<file path="config.mk">
export PLATFORM = sky130hd
export DESIGN_NAME = multicycle_controller
export DESIGN_NICKNAME = d
export VERILOG_FILES = /design/src/rtl/riscv_ctrl_pkg.sv /design/src/rtl/ctrl_imm_decode.sv /design/src/rtl/multicycle_controller.sv
export SDC_FILE = /design/constraint.sdc
export NUM_CORES = 1
export LEC_CHECK = 0
export CAP_MARGIN = 5
export CORE_UTILIZATION = 43
export DETAILED_ROUTE_END_ITERATION = 6
export PLACE_DENSITY_LB_ADDON = 0.1
export SLEW_MARGIN = 20
export SYNTH_ARGS = -nofsm -noshare
export SYNTH_HDL_FRONTEND = slang
export SYNTH_SLANG_ARGS = --single-unit
</file>
<file path="constraint.sdc">
create_clock -name clk -period 1.8 [get_ports clk]
set_clock_uncertainty 0.2 [all_clocks]
set_input_delay 0.36 -clock clk [delete_from_list [all_inputs] [get_ports clk]]
set_output_delay 0.36 -clock clk [all_outputs]
set_load 0.005 [all_outputs]
</file>
<file path="src/rtl/riscv_ctrl_pkg.sv">
// Shared types and encodings for the multicycle RV32I control unit.
package riscv_ctrl_pkg;

    typedef enum logic [3:0] {
        S_FETCH,
        S_DECODE,
        S_MEM_ADR,
        S_MEM_READ,
        S_MEM_WB,
        S_MEM_WRITE,
        S_EXEC_R,
        S_EXEC_I,
        S_ALU_WB,
        S_BEQ,
        S_JAL,
        S_LUI,
        S_JALR,
        S_JALR_LINK,
        S_TRAP
    } ctrl_state_e;

    localparam logic [6:0] OP_LW   = 7'b0000011;
    localparam logic [6:0] OP_SW   = 7'b0100011;
    localparam logic [6:0] OP_R    = 7'b0110011;
    localparam logic [6:0] OP_I    = 7'b0010011;
    localparam logic [6:0] OP_BEQ  = 7'b1100011;
    localparam logic [6:0] OP_JAL  = 7'b1101111;
    localparam logic [6:0] OP_LUI  = 7'b0110111;
    localparam logic [6:0] OP_JALR = 7'b1100111;

    localparam logic [2:0] IMM_I = 3'b000;
    localparam logic [2:0] IMM_S = 3'b001;
    localparam logic [2:0] IMM_B = 3'b010;
    localparam logic [2:0] IMM_J = 3'b011;
    localparam logic [2:0] IMM_U = 3'b100;

    localparam logic [1:0] ALU_ADD   = 2'b00;
    localparam logic [1:0] ALU_SUB   = 2'b01;
    localparam logic [1:0] ALU_FUNCT = 2'b10;

    localparam logic [1:0] SRCA_PC    = 2'b00;
    localparam logic [1:0] SRCA_OLDPC = 2'b01;
    localparam logic [1:0] SRCA_RS1   = 2'b10;
    localparam logic [1:0] SRCA_ZERO  = 2'b11;

    localparam logic [1:0] SRCB_RS2  = 2'b00;
    localparam logic [1:0] SRCB_IMM  = 2'b01;
    localparam logic [1:0] SRCB_FOUR = 2'b10;

    localparam logic [1:0] RES_ALUOUT = 2'b00;
    localparam logic [1:0] RES_DATA   = 2'b01;
    localparam logic [1:0] RES_ALU    = 2'b10;

    // States that stall on the shared memory's ready handshake.
    function automatic logic is_mem_wait(input ctrl_state_e s);
        return (s == S_FETCH) || (s == S_MEM_READ) || (s == S_MEM_WRITE);
    endfunction

endpackage

</file>
<file path="src/rtl/ctrl_imm_decode.sv">
// Opcode to immediate-format map; purely combinational so other cores can reuse it.
module ctrl_imm_decode
    import riscv_ctrl_pkg::*;
(
    input  logic [6:0] op_i,
    output logic [2:0] imm_src_o
);

    // Unknown opcodes fall back to the I format so the immediate path stays defined.
    always_comb begin
        imm_src_o = IMM_I;
        case (op_i)
            OP_SW:   imm_src_o = IMM_S;
            OP_BEQ:  imm_src_o = IMM_B;
            OP_JAL:  imm_src_o = IMM_J;
            OP_LUI:  imm_src_o = IMM_U;
            default: imm_src_o = IMM_I;
        endcase
    end

endmodule

</file>
<file path="src/rtl/multicycle_controller.sv">
// Moore control FSM for the multicycle RV32I datapath, with memory-wait timeout and traps.
module multicycle_controller
    import riscv_ctrl_pkg::*;
#(
    parameter bit          ENABLE_EXT = 1'b1,
    parameter int unsigned WAIT_LIMIT = 0
) (
    input  logic       clk,
    input  logic       rst_n,
    input  logic [6:0] op,
    input  logic       zero,
    input  logic       mem_ready,
    output logic       mem_read,
    output logic       mem_write,
    output logic       adr_src,
    output logic       ir_write,
    output logic       pc_write,
    output logic       reg_write,
    output logic [1:0] alu_src_a,
    output logic [1:0] alu_src_b,
    output logic [1:0] alu_op,
    output logic [1:0] result_src,
    output logic [2:0] imm_src,
    output logic       illegal_instr,
    output logic       bus_timeout,
    output logic       instr_done
);

    ctrl_state_e state_q, state_d;
    logic        illegal_q, illegal_d;
    logic        timeout_q, timeout_d;
    logic        timeout;

    logic       mem_read_s, mem_write_s, adr_src_s, ir_write_s, reg_write_s, done_s;
    logic       pc_update, branch;
    logic [1:0] src_a_s, src_b_s, alu_op_s, result_s;
    logic [2:0] imm_s;

    ctrl_imm_decode u_imm_decode (
        .op_i      (op),
        .imm_src_o (imm_s)
    );

    // The wait counter only exists when a limit is configured; it restarts on any state change.
    if (WAIT_LIMIT > 0) begin : g_wait
        localparam int CW = $clog2(WAIT_LIMIT + 1);
        logic [CW-1:0] wait_cnt_q, wait_cnt_d;
        logic          waiting;

        assign waiting    = is_mem_wait(state_q) && !mem_ready;
        assign timeout    = waiting && (wait_cnt_q == CW'(WAIT_LIMIT));
        assign wait_cnt_d = (waiting && (state_d == state_q)) ? wait_cnt_q + CW'(1) : '0;

        // Wait counter register.
        always_ff @(posedge clk or negedge rst_n) begin
            if (!rst_n) wait_cnt_q <= '0;
            else        wait_cnt_q <= wait_cnt_d;
        end
    end else begin : g_no_wait
        assign timeout = 1'b0;
    end

    assign illegal_d = illegal_q | ((state_q == S_DECODE) && (state_d == S_TRAP));
    assign timeout_d = timeout_q | timeout;

    // State and sticky trap flags.
    always_ff @(posedge clk or negedge rst_n) begin
        if (!rst_n) begin
            state_q   <= S_FETCH;
            illegal_q <= 1'b0;
            timeout_q <= 1'b0;
        end else begin
            state_q   <= state_d;
            illegal_q <= illegal_d;
            timeout_q <= timeout_d;
        end
    end

    // Next-state selection; a completed transfer always beats a timeout in the same cycle.
    always_comb begin
        state_d = state_q;
        case (state_q)
            S_FETCH: begin
                if (mem_ready)    state_d = S_DECODE;
                else if (timeout) state_d = S_TRAP;
            end
            S_DECODE: begin
                case (op)
                    OP_LW, OP_SW: state_d = S_MEM_ADR;
                    OP_R:         state_d = S_EXEC_R;
                    OP_I:         state_d = S_EXEC_I;
                    OP_BEQ:       state_d = S_BEQ;
                    OP_JAL:       state_d = S_JAL;
                    OP_LUI:       state_d = ENABLE_EXT ? S_LUI : S_TRAP;
                    OP_JALR:      state_d = ENABLE_EXT ? S_JALR : S_TRAP;
                    default:      state_d = S_TRAP;
                endcase
            end
            S_MEM_ADR:   state_d = (op == OP_SW) ? S_MEM_WRITE : S_MEM_READ;
            S_MEM_READ: begin
                if (mem_ready)    state_d = S_MEM_WB;
                else if (timeout) state_d = S_TRAP;
            end
            S_MEM_WB:    state_d = S_FETCH;
            S_MEM_WRITE: begin
                if (mem_ready)    state_d = S_FETCH;
                else if (timeout) state_d = S_TRAP;
            end
            S_EXEC_R:    state_d = S_ALU_WB;
            S_EXEC_I:    state_d = S_ALU_WB;
            S_ALU_WB:    state_d = S_FETCH;
            S_BEQ:       state_d = S_FETCH;
            S_JAL:       state_d = S_ALU_WB;
            S_LUI:       state_d = S_ALU_WB;
            S_JALR:      state_d = S_JALR_LINK;
            S_JALR_LINK: state_d = S_ALU_WB;
            S_TRAP:      state_d = S_TRAP;
            default:     state_d = S_FETCH;
        endcase
    end

    // Per-state datapath controls; only the handshake strobes look at mem_ready or zero.
    always_comb begin
        mem_read_s  = 1'b0;
        mem_write_s = 1'b0;
        adr_src_s   = 1'b0;
        ir_write_s  = 1'b0;
        reg_write_s = 1'b0;
        done_s      = 1'b0;
        pc_update   = 1'b0;
        branch      = 1'b0;
        src_a_s     = SRCA_PC;
        src_b_s     = SRCB_RS2;
        alu_op_s    = ALU_ADD;
        result_s    = RES_ALUOUT;
        case (state_q)
            S_FETCH: begin
                mem_read_s = 1'b1;
                src_b_s    = SRCB_FOUR;
                result_s   = RES_ALU;
                ir_write_s = mem_ready;
                pc_update  = mem_ready;
            end
            S_DECODE: begin
                src_a_s = SRCA_OLDPC;
                src_b_s = SRCB_IMM;
            end
            S_MEM_ADR: begin
                src_a_s = SRCA_RS1;
                src_b_s = SRCB_IMM;
            end
            S_MEM_READ: begin
                mem_read_s = 1'b1;
                adr_src_s  = 1'b1;
            end
            S_MEM_WB: begin
                result_s    = RES_DATA;
                reg_write_s = 1'b1;
                done_s      = 1'b1;
            end
            S_MEM_WRITE: begin
                mem_write_s = 1'b1;
                adr_src_s   = 1'b1;
                done_s      = mem_ready;
            end
            S_EXEC_R: begin
                src_a_s  = SRCA_RS1;
                alu_op_s = ALU_FUNCT;
            end
            S_EXEC_I: begin
                src_a_s  = SRCA_RS1;
                src_b_s  = SRCB_IMM;
                alu_op_s = ALU_FUNCT;
            end
            S_ALU_WB: begin
                reg_write_s = 1'b1;
                done_s      = 1'b1;
            end
            S_BEQ: begin
                src_a_s  = SRCA_RS1;
                alu_op_s = ALU_SUB;
                branch   = 1'b1;
                done_s   = 1'b1;
            end
            S_JAL: begin
                src_a_s   = SRCA_OLDPC;
                src_b_s   = SRCB_FOUR;
                pc_update = 1'b1;
            end
            S_LUI: begin
                src_a_s = SRCA_ZERO;
                src_b_s = SRCB_IMM;
            end
            S_JALR: begin
                src_a_s   = SRCA_RS1;
                src_b_s   = SRCB_IMM;
                result_s  = RES_ALU;
                pc_update = 1'b1;
            end
            S_JALR_LINK: begin
                src_a_s = SRCA_OLDPC;
                src_b_s = SRCB_FOUR;
            end
            default: begin
                mem_read_s = 1'b0;
            end
        endcase
    end

    assign mem_read      = rst_n & mem_read_s;
    assign mem_write     = rst_n & mem_write_s;
    assign adr_src       = rst_n & adr_src_s;
    assign ir_write      = rst_n & ir_write_s;
    assign pc_write      = rst_n & (pc_update | (branch & zero));
    assign reg_write     = rst_n & reg_write_s;
    assign instr_done    = rst_n & done_s;
    assign alu_src_a     = rst_n ? src_a_s  : 2'b00;
    assign alu_src_b     = rst_n ? src_b_s  : 2'b00;
    assign alu_op        = rst_n ? alu_op_s : 2'b00;
    assign result_src    = rst_n ? result_s : 2'b00;
    assign imm_src       = rst_n ? imm_s    : 3'b000;
    assign illegal_instr = illegal_q;
    assign bus_timeout   = timeout_q;

endmodule

</file>
==> results.md, run 1 <==
Yosys:
- The share of the synthesized area in the top cell type is approximately 16%.
- The post-synth net total is around 130.
- Yosys attributes the largest share of cell area to sky130_fd_sc_hd__dfrtp_1, sky130_fd_sc_hd__o21ai_0, sky130_fd_sc_hd__nand2_1.
- Yosys mapped the design onto 42 distinct sky130hd cell types.
- The most used flip-flop cell after synthesis is sky130_fd_sc_hd__dfrtp_1.
- Each instance of the synthesized netlist takes up on average about 6.6 sq um.
- The register bit count reported by yosys is 5.
- The largest total area in the synthesized netlist belongs to sky130_fd_sc_hd__dfrtp_1.
- Counting instances in the post-synthesis netlist gives the leading cell types as sky130_fd_sc_hd__nand2_1, sky130_fd_sc_hd__nor2_1, sky130_fd_sc_hd__o21ai_0.
- For this run, asynchronously set or reset flops after synthesis account for 100.0%.
- In this run, synthesis inferred 0 flip-flops with an integrated enable.
- The number of warnings printed during yosys synthesis is 0.
- The most common cell in the synthesized netlist is sky130_fd_sc_hd__nand2_1.
- The share of the yosys chip area belonging to registers is between 10% and 20%.
- After synthesis the cells add up to slightly below 800 sq um.
- The number of standard cells after synthesis is between 100 and 150.

Clock tree:
- In this run, post-CTS hold repair placed 0 buffers.
- Once the clock tree was built, the setup fixing pass inserted 21 buffers.
- The clock passes through at most 2 buffers.
- In this run the number of H-tree levels came out at 1.
- The number of resized instances in the post-cts repair step is about 150.
- The number of clock sinks seen by CTS is 5.
- The number of CTS-inserted buffers is 3.
- In this run the clock root is driven by a sky130_fd_sc_hd__clkbuf_4.

Floorplan:
- The initial core utilization is roughly 49%.
- The site row count is 14.
- In this run the horizontal extent of the chip is 44.51 um.
- The die span in y is around 45 um.
- The number of primary I/O pins is 31.

Status:
- It got as far as 4_1_cts and failed there.
- The tool reported: "[ERROR DPL-0038] Utilization greater than 100%, impossible to legalize".
- The run stopped with a tool error.

Place:
- The count of buffers added on input and output ports is 29.
- The congestion estimate from routability-driven global placement came to between 0.8 and 0.9.
- The sum of net half-perimeters after detailed placement is approximately 2100 um.
- The placed instance area is around 1300 sq um.
kinds of logic after synthesis:
kind of cell | synth area share (%)
buffers and inverters | 7.085
AO/OA/AOI/OAI | 22.87
flip-flops | 16.10
multiplexers | 1.449
other | 0.4826
XOR/XNOR | 2.255
AND/OR/NAND/NOR | 49.76
per-stage QoR:
stage	cells	hold WS, ps	setup WS [ps]
floorplan	117	-135.6	16.32
global placement	197	251.8	-760.7
detailed placement	197	261.9	-792.3
==> inputs of run 2 (changes only) <==
Settings changed: CORE_AREA from default to 2 2 63 65, CORE_UTILIZATION 43 to default, DIE_AREA from default to 0 0 65 67, PLACE_DENSITY_LB_ADDON 0.1 to 0.15.
==> run 2 against run 1 <==
  * The flow now finishes, with violations (negative setup slack)
  * Synthesized area stayed put
  * Synthesized cell count stayed put
==> results.md, run 2 <==
Cells and area:
- The final cell count without fillers is ~250.
- The number of diodes added for antenna fixing is 0.
- More flip-flops sit in one register than any other, and that register is state_q.
- In the final layout, the share of cells above drive strength 1 is 70.94%.
- Leaving out fill and tap cells, the most frequent cells in the layout are sky130_fd_sc_hd__buf_4, sky130_fd_sc_hd__buf_6, sky130_fd_sc_hd__buf_2.
- In the final design database the tool counted between 200 and 250 nets.
- The register with the most flip-flops in the layout has 4 of them.
- The most common library cell in the layout ignoring fill and taps is sky130_fd_sc_hd__buf_4.
- The filler cells instantiated in the layout total around 340.
- Cells fill between 50 and 60% of the core in the end.
- The layout overhead on the synthesized area is 136.7%.

Place:
- The number of placed instances, taps included is 223 (+13%).
- The quantity of I/O buffers inserted on ports is 29 (unchanged).
- The sum of net half-perimeters after detailed placement is 2023 um (-4.2%).
- The global placer's final weighted congestion came to 0.7955 (-6.7%).

Timing:
- Hold timing on the final database bottoms out at a slack of between 30 and 40 ps.
- The final critical-path required period is around 2000 ps.
- Timing would allow up to 0.4912 GHz.
- Across all setup checks in the final design, the least slack found is -235.8 ps.
- The final critical-path share of the clock period is 113.1%.
- The number of failing hold endpoints at the final stage is 0.
- The setup TNS is -2143 ps.
- Setup repair after global routing could not meet its margin everywhere.
- Setup violations remaining at the end of the flow were counted as 16.
- The number of slew-limit violations in the final report is 0.

Global route:
- The fraction of met3 tracks used by global routing is under 10%.
- The residual overflow from global routing is 0.
- The via count of the first global-routing pass is 1218.
- met2 is the most crowded layer.
- For met2 alone, demand over resource in global routing was roughly 27%.
- Global routing used between 10% and 20% of the available tracks across all layers.
- The initial antenna violation count is 0.
- Entering global routing, the biggest net connects 12 pins.
- The first-pass GRT wire length is ~5300 um.
- Global routing consumed, on the met1 layer, between 10% and 20% of the routing resources.

Route:
- After the first detailed-routing iteration, the DRC count stood at 36.
- The final routed wirelength across all metal layers is between 3000 and 4000 um.
- After detailed routing, the number of vias per cell comes to roughly 4.6.
- The routed layout has around 1200 vias.
- The count of nets left with antenna violations once routing finished came out at 0.
- The number of remaining DRC errors is 0.
- The first detailed-routing pass ran for 4 iterations.
- The detailed-route wire length per cell is 12.62 um.

Yosys:
- The share of synthesized cell area in full adder, half adder and majority cells came to 0% (unchanged).
- The number of standard cells after synthesis came to 117 (unchanged).
- The number of warnings printed during yosys synthesis is 0 (unchanged).
- The count of flip-flops with a built-in enable after synthesis came to 0 (unchanged).
- The flip-flop cell with the highest count after synthesis is sky130_fd_sc_hd__dfrtp_1.
- Summed over all instances, the cell type with the most area after synthesis is sky130_fd_sc_hd__dfrtp_1.
- The number of distinct library cells after synthesis is 42 (unchanged).
- The share of the synthesized area in the top cell type is 16.10% (unchanged).
- The proportion of register bits with asynchronous set or reset after synthesis is 100.0% (unchanged).
- After synthesis, the cell types taking the most area are sky130_fd_sc_hd__dfrtp_1, sky130_fd_sc_hd__o21ai_0, sky130_fd_sc_hd__nand2_1.
- The xor and xnor area share after synthesis is 2.254% (unchanged).
- Among all cell types in the netlist, the one instantiated most often is sky130_fd_sc_hd__nand2_1.
- The post-synthesis simple-gate area fraction is 49.76% (unchanged).
- The register bit count reported by yosys is 5 (unchanged).
- The share of the yosys chip area belonging to registers is 16.10% (unchanged).
- The area fraction in compound gates after synthesis is 22.87% (unchanged).
- The mean instance size in the synthesized netlist came to 6.641 sq um (unchanged).
- The total standard cell area after synthesis was 777.0 sq um (unchanged).
- The post-synth net total is 128 (unchanged).
- The post-synthesis mux area share is 1.449% (unchanged).
- The main combinational cell family by area after synthesis is simple AND/OR/NAND/NOR gates.
- The commonest cells after synthesis are sky130_fd_sc_hd__nand2_1, sky130_fd_sc_hd__nor2_1, sky130_fd_sc_hd__o21ai_0.

Pwr:
- Dividing total power by cell area gives a power density of roughly 1200 nW/um^2.
- IR analysis of the VDD net gives a maximum drop of 0.4978 mV.
- In this run the static leakage power is 0.8576 nW.

Clock tree:
- The number of CTS-inserted buffers is 3 (unchanged).
- TritonCTS built the clock tree.
- The maximum clock insertion buffer count is 2 (unchanged).
- The maximum level of the CTS H-tree is 1 (unchanged).
- The number of clock sinks seen by CTS is 5 (unchanged).
- After clock tree synthesis, the clock-pin slew on the worst setup and hold paths is around 30 ps.
- At the later pin of the worst-skew pair, clock insertion delay measures around 220 ps.
- The tree is rooted in a sky130_fd_sc_hd__clkbuf_8.

Flow run:
- The max-cap check violation count is 0.

Worst setup path:
- The element type at the critical path end is an output pin.
- The slack of the worst reg-to-reg path is -120 ps.
- The path depth of the worst reg2reg path is 7.
- The type of the worst setup path is register to output pin.
- At the worst endpoint, the arrival time is 1480 ps.
- The reg-to-reg critical path startpoint is state_q[2]$_DFF_PN0_.
- The first element of the critical path is state_q[2]$_DFF_PN0_.
- The worst setup path is launched from a register.
- Data on the critical path is required at its endpoint by 1240 ps.
- Of all nets on the critical path, the largest fanout is 5.

Floorplan:
- The die span in y is 67 um (+51%).
- The initial core utilization is 21.55% (-27 points).
- The number of primary I/O pins is 31 (unchanged).
- The area of the die is 4355 sq um.
- The site row count is 22 (+8).
- The standard cell core area is around 3600 sq um.
- The die extent in x came to 65 um (+46%).

Status:
- The flow ran to the end, but the final reports show violations.
- The checks that failed: negative setup slack.

Worst hold path:
- The tightest min-delay check is of the input pin to async pin type.
==> run 2: cell counts after synthesis <==
No cell type changed its count.
==> run 2: per-stage QoR <==
| step | worst slack [ps] | power, W | cell area [sq um] |
|---|---|---|---|
| final | -235.8 | 0.002197 | 1839 |
| after global routing | -310.3 | 0.002344 | 1839 |
| after CTS | -238.0 | 0.001900 | 1689 |
| after detailed placement | -774.2 | 0.001318 | 1373 |
| after global placement | -768.1 | 0.001324 | 1373 |
| after floorplan | 16.32 | 0.0007324 | 777.0 |
==> run 2: final timing paths <==
kind | to
max in group asynchronous | state_q[1]$_DFF_PN0_
hold / removal | state_q[2]$_DFF_PN0_
min in group clk | illegal_instr$_DFF_PN0_
hold reg to reg | illegal_instr$_DFF_PN0_
setup / recovery | alu_src_b[1]
setup reg to reg | state_q[2]$_DFF_PN0_
==> run 2: kinds of logic after synthesis <==
kind of cell / count (synthesis)
multiplexers: 1
AND/OR/NAND/NOR: 67
AO/OA/AOI/OAI: 29
XOR/XNOR: 2
other: 1
flip-flops: 5
buffers and inverters: 12
==> run 2: cell type report <==
type / count / area (sq um) / share of cell area, %
Tap cell: 48 / 60.06 / 3.265
Clock buffer: 4 / 45.04 / 2.449
Inverter: 2 / 11.26 / 0.6122
Sequential cell: 5 / 130.1 / 7.075
Timing Repair Buffer: 92 / 735.7 / 40.00
Multi-Input combinational cell: 100 / 857.1 / 46.60
==> run 2: routing by layer <==
metal | up-vias | part of all wire, %
li1 | 586 | -
met1 | 548 | 46
met2 | 17 | 52
met3 | 0 | 2.5
met4 | 0 | 0
met5 | - | 0
==> run 2: critical path, stage by stage, from the launching register on <==
cell                      delay (ps)
sky130_fd_sc_hd__dfrtp_2         450
sky130_fd_sc_hd__buf_6           140
sky130_fd_sc_hd__buf_8           130
sky130_fd_sc_hd__and2_4          150
sky130_fd_sc_hd__nand2_4          60
sky130_fd_sc_hd__a21oi_2          50
sky130_fd_sc_hd__o21a_1          160
sky130_fd_sc_hd__buf_2           120
==> run 2: power breakdown <==
part | total [W] | leakage (nW) | switching (W) | internal [W]
Sequential | 0.000212 | 0.0552 | 0.0000535 | 0.000158
Clock | 0.000208 | 0.0228 | 0.0000556 | 0.000152
Combinational | 0.00178 | 0.780 | 0.000795 | 0.000982
Total | 0.00220 | 0.858 | 0.000905 | 0.00129
==> run 2: what timing repair did <==
item	in CTS	in global routing
hold buffers	2	1
endpoints found under the setup margin	23	22
gates resized for setup	144	48
pin swaps	22	15
endpoints found under the hold margin	1	1
setup buffers	16	6
No activity file was read; power rests on OpenSTA's default activity.
==> inputs of run 3 (changes only) <==
Settings changed: CELL_PAD_IN_SITES_DETAIL_PLACEMENT from default to 1, CELL_PAD_IN_SITES_GLOBAL_PLACEMENT from default to 1.
Clock period 1.8 ns to 2.5 ns, I/O delays scaled along.
==> run 3 against run 2 <==
  * The run now ends clean
  * Sequential cell count stayed put
  * Clock-buffer cell count is 1 lower
  * First-iteration DRC count is 5.6% higher
  * Via count is 7.2% lower
  * Global-route usage stayed put
  * Highest routed layer is now met4
  * Critical path type unchanged
  * Wire length hardly changed
==> results.md, run 3 (synthesis results as in run 2) <==
Place:
- The global placer's final weighted congestion is 0.7601 (-4.5%).
- The sum of net half-perimeters after detailed placement is 2309 um (+14%).
- The placed instance area was 1282 sq um (-6.6%).
- The quantity of I/O buffers inserted on ports is 29 (unchanged).

Clock tree:
- The number of CTS-inserted buffers is 3 (unchanged).
- The hold buffer count at CTS is 0 (-2).
- The cell at the root of the clock tree is sky130_fd_sc_hd__clkbuf_8.
- The post-CTS clock slew at the launch and capture registers of the worst setup and hold paths is 40 ps (about the same).
- The maximum clock insertion buffer count is 2 (unchanged).
- The later-pin clock latency in the skew report was 220 ps (about the same).
- The clock tree from TritonCTS is done.
- The maximum level of the CTS H-tree is 1 (unchanged).
- The number of clock sinks seen by CTS came to 5 (unchanged).

Cells and area:
- The number of diodes added for antenna fixing is 0 (unchanged).
- The final layout net count was 191 (-11%).
- The post-layout instance area is 1524 sq um (-17%).
- Compared with the post-synthesis result, the final layout area differs by 96.14%.
- The ratio of cells with drive above 1 in the final layout is 40.78% (-30 points).
- Leaving out fill and tap cells, the most frequent cells in the layout are sky130_fd_sc_hd__buf_4, sky130_fd_sc_hd__clkdlybuf4s50_1, sky130_fd_sc_hd__nand2_1.
- The most common library cell in the layout ignoring fill and taps is sky130_fd_sc_hd__buf_4.
- The number of flip-flops in the largest register is 4 (unchanged).
- More flip-flops sit in one register than any other, and that register is state_q.

Floorplan:
- The standard cell core area is 3606 sq um (unchanged).
- The number of primary I/O pins is 31 (unchanged).
- The die extent in x was 65 um (unchanged).
- The initial core utilization came to 21.55% (unchanged).
- The site row count is 22 (unchanged).
- The die span in y is 67 um (unchanged).
- The area of the die came to 4355 sq um (unchanged).

Pwr:
- The worst voltage drop across the vdd grid is 0.3021 mV (-39%).
- The sequential power share is 13.5% (+3.9 points).
- The cell-internal power came to 0.0006757 W (-48%).
- The power density of the placed cells is 773.1 nW/um^2 (-35%).
- The part of the power in combinational logic is 73.6% (-7.3 points).
- The switching share of total power is 42.64% (+1.5 points).
- The leakage power of the design came to 0.7513 nW (-12%).
- The total net switching power was 0.0005024 W (-44%).
- The clock network fraction of design power is 12.9% (+3.4 points).

Global route:
- The initial antenna violation count is 0 (unchanged).
- The first-pass GRT wire length was 5168 um (-2.1%).
- The residual overflow from global routing came to 0 (unchanged).
- The global-route total usage across every layer is 15.34% (unchanged).
- The via count of the first global-routing pass is 1119 (-8.1%).
- The pin count of the biggest net entering global routing came to 12 (unchanged).

Worst setup path:
- The required time of the worst setup path is 1800 ps (+560 ps).
- The first element of the critical path is state_q[2]$_DFF_PN0_.
- The type of the worst setup path is register to output pin.
- STA classifies the critical path startpoint as a register.
- The reg-to-reg critical path startpoint is state_q[2]$_DFF_PN0_.
- The maximum fanout encountered on the critical timing path is 6 (+1).
- The data arrival time at the worst-slack endpoint is 1750 ps (+270 ps).
- The element type at the critical path end is an output pin.

Timing:
- The number of setup violations in the final report was 0 (-16).
- The worst path uses 98.17% of the clock period.
- The worst-case hold slack is 218.7 ps (+188.2 ps).
- The number of failing hold endpoints at the final stage is 0 (unchanged).
- The number of slew-limit violations in the final report is 0 (unchanged).
- Setup repair after global routing could not meet its margin everywhere.
- Static timing analysis puts the maximum clock frequency at around 0.41 GHz.
- The final critical-path required period is between 2000 and 2500 ps.

Flow run:
- The max-cap check violation count came to 0 (unchanged).

Route:
- The average via count per standard cell is 4.705 (+2.6%).
- The total number of vias was 1068 (-7.2%).
- The number of iterations in the first detailed-routing pass was 4 (unchanged).
- The final routed wirelength across all metal layers is 3170 um (about the same).
- The detailed-route wire length per cell came to 13.96 um (+11%).
- The initial DRC count is 38 (+5.6%).
- The number of remaining DRC errors is 0 (unchanged).
- The number of routed nets with antenna violations is 0 (unchanged).

Status:
- The flow ran to the end, and the final reports show no timing, DRC or antenna violations.

Worst hold path:
- The class of the most critical hold timing path is input pin to async pin.
-- run 3: cell count changes in the layout (fill, tap and decap cells not counted), moves of 5 or more --
cell                              change
sky130_fd_sc_hd__buf_2               -18
sky130_fd_sc_hd__buf_6               -17
sky130_fd_sc_hd__clkdlybuf4s50_1     +11
sky130_fd_sc_hd__dlymetal6s2s_1       +6
sky130_fd_sc_hd__nand2_1              +6
sky130_fd_sc_hd__nor2b_4              -5
sky130_fd_sc_hd__o21ai_0              +6
sky130_fd_sc_hd__o21ai_1              -6
-- run 3: routing by layer --
metal,global-route usage (%),vias to the layer above,wire [um]
met5,0,-,0
met4,3.191,0,12
met3,2.534,2,70
met2,26.68,16,1579
met1,19.84,513,1507
li1,-,537,-
-- run 3: cell type report --
class,count,area [sq um]
Clock buffer,3,41.29
Sequential cell,5,128.9
Fill cell,453,2082
Tap cell,48,60.06
Multi-Input combinational cell,100,681.9
Timing Repair Buffer,68,599.3
Clock inverter,1,5.005
Inverter,2,7.507
-- run 3: per-stage QoR --
stage | total power, W | worst slack (ps) | utilization [%] | instances | setup TNS [ps]
finish | 0.001178 | 45.63 | 42.26 | 227 | 0
global route | 0.001276 | -35.94 | 42.26 | 227 | -51.99
CTS | 0.001099 | -67.74 | 39.28 | 223 | -189.5
detailed placement | 0.0008794 | -414.8 | 35.57 | 211 | -2951
global placement | 0.0008639 | -343.0 | 35.57 | 211 | -2598
floorplan | 0.0005273 | 436.3 | - | 117 | 0
-- run 3: path summary, 6_finish.rpt --
path | endpoint | slack [ps] | cells past startpoint
setup / recovery | mem_read | 50 | 6
hold / removal | illegal_instr$_DFF_PN0_ | 220 | 2
setup reg to reg | state_q[2]$_DFF_PN0_ | 370 | 8
hold reg to reg | illegal_instr$_DFF_PN0_ | 290 | 1
max in group asynchronous | state_q[2]$_DFF_PN0_ | 1760 | 2
min in group clk | illegal_instr$_DFF_PN0_ | 290 | 1
-- run 3: power groups by stage --
stage | Sequential (W) | Clock [W] | Combinational [W]
after floorplan | 0.000119 | 0 | 0.000408
after global placement | 0.000173 | 0 | 0.000691
after detailed placement | 0.000175 | 0 | 0.000704
after CTS | 0.000154 | 0.000157 | 0.000788
after global routing | 0.000163 | 0.000163 | 0.000950
final | 0.000159 | 0.000152 | 0.000867
-- run 3: timing repair --
item,CTS,global route
resized for setup,23,27
buffers inserted,8,4
pin swaps,4,4
endpoints found under the setup margin,18,12
-- run 3: worst max-delay path, stage by stage (launching register included) --
cell	delay (ps)
sky130_fd_sc_hd__dfrtp_2	460
sky130_fd_sc_hd__buf_4	160
sky130_fd_sc_hd__buf_4	130
sky130_fd_sc_hd__buf_4	130
sky130_fd_sc_hd__or2_1	240
sky130_fd_sc_hd__nor3_1	180
sky130_fd_sc_hd__clkdlybuf4s15_1	230
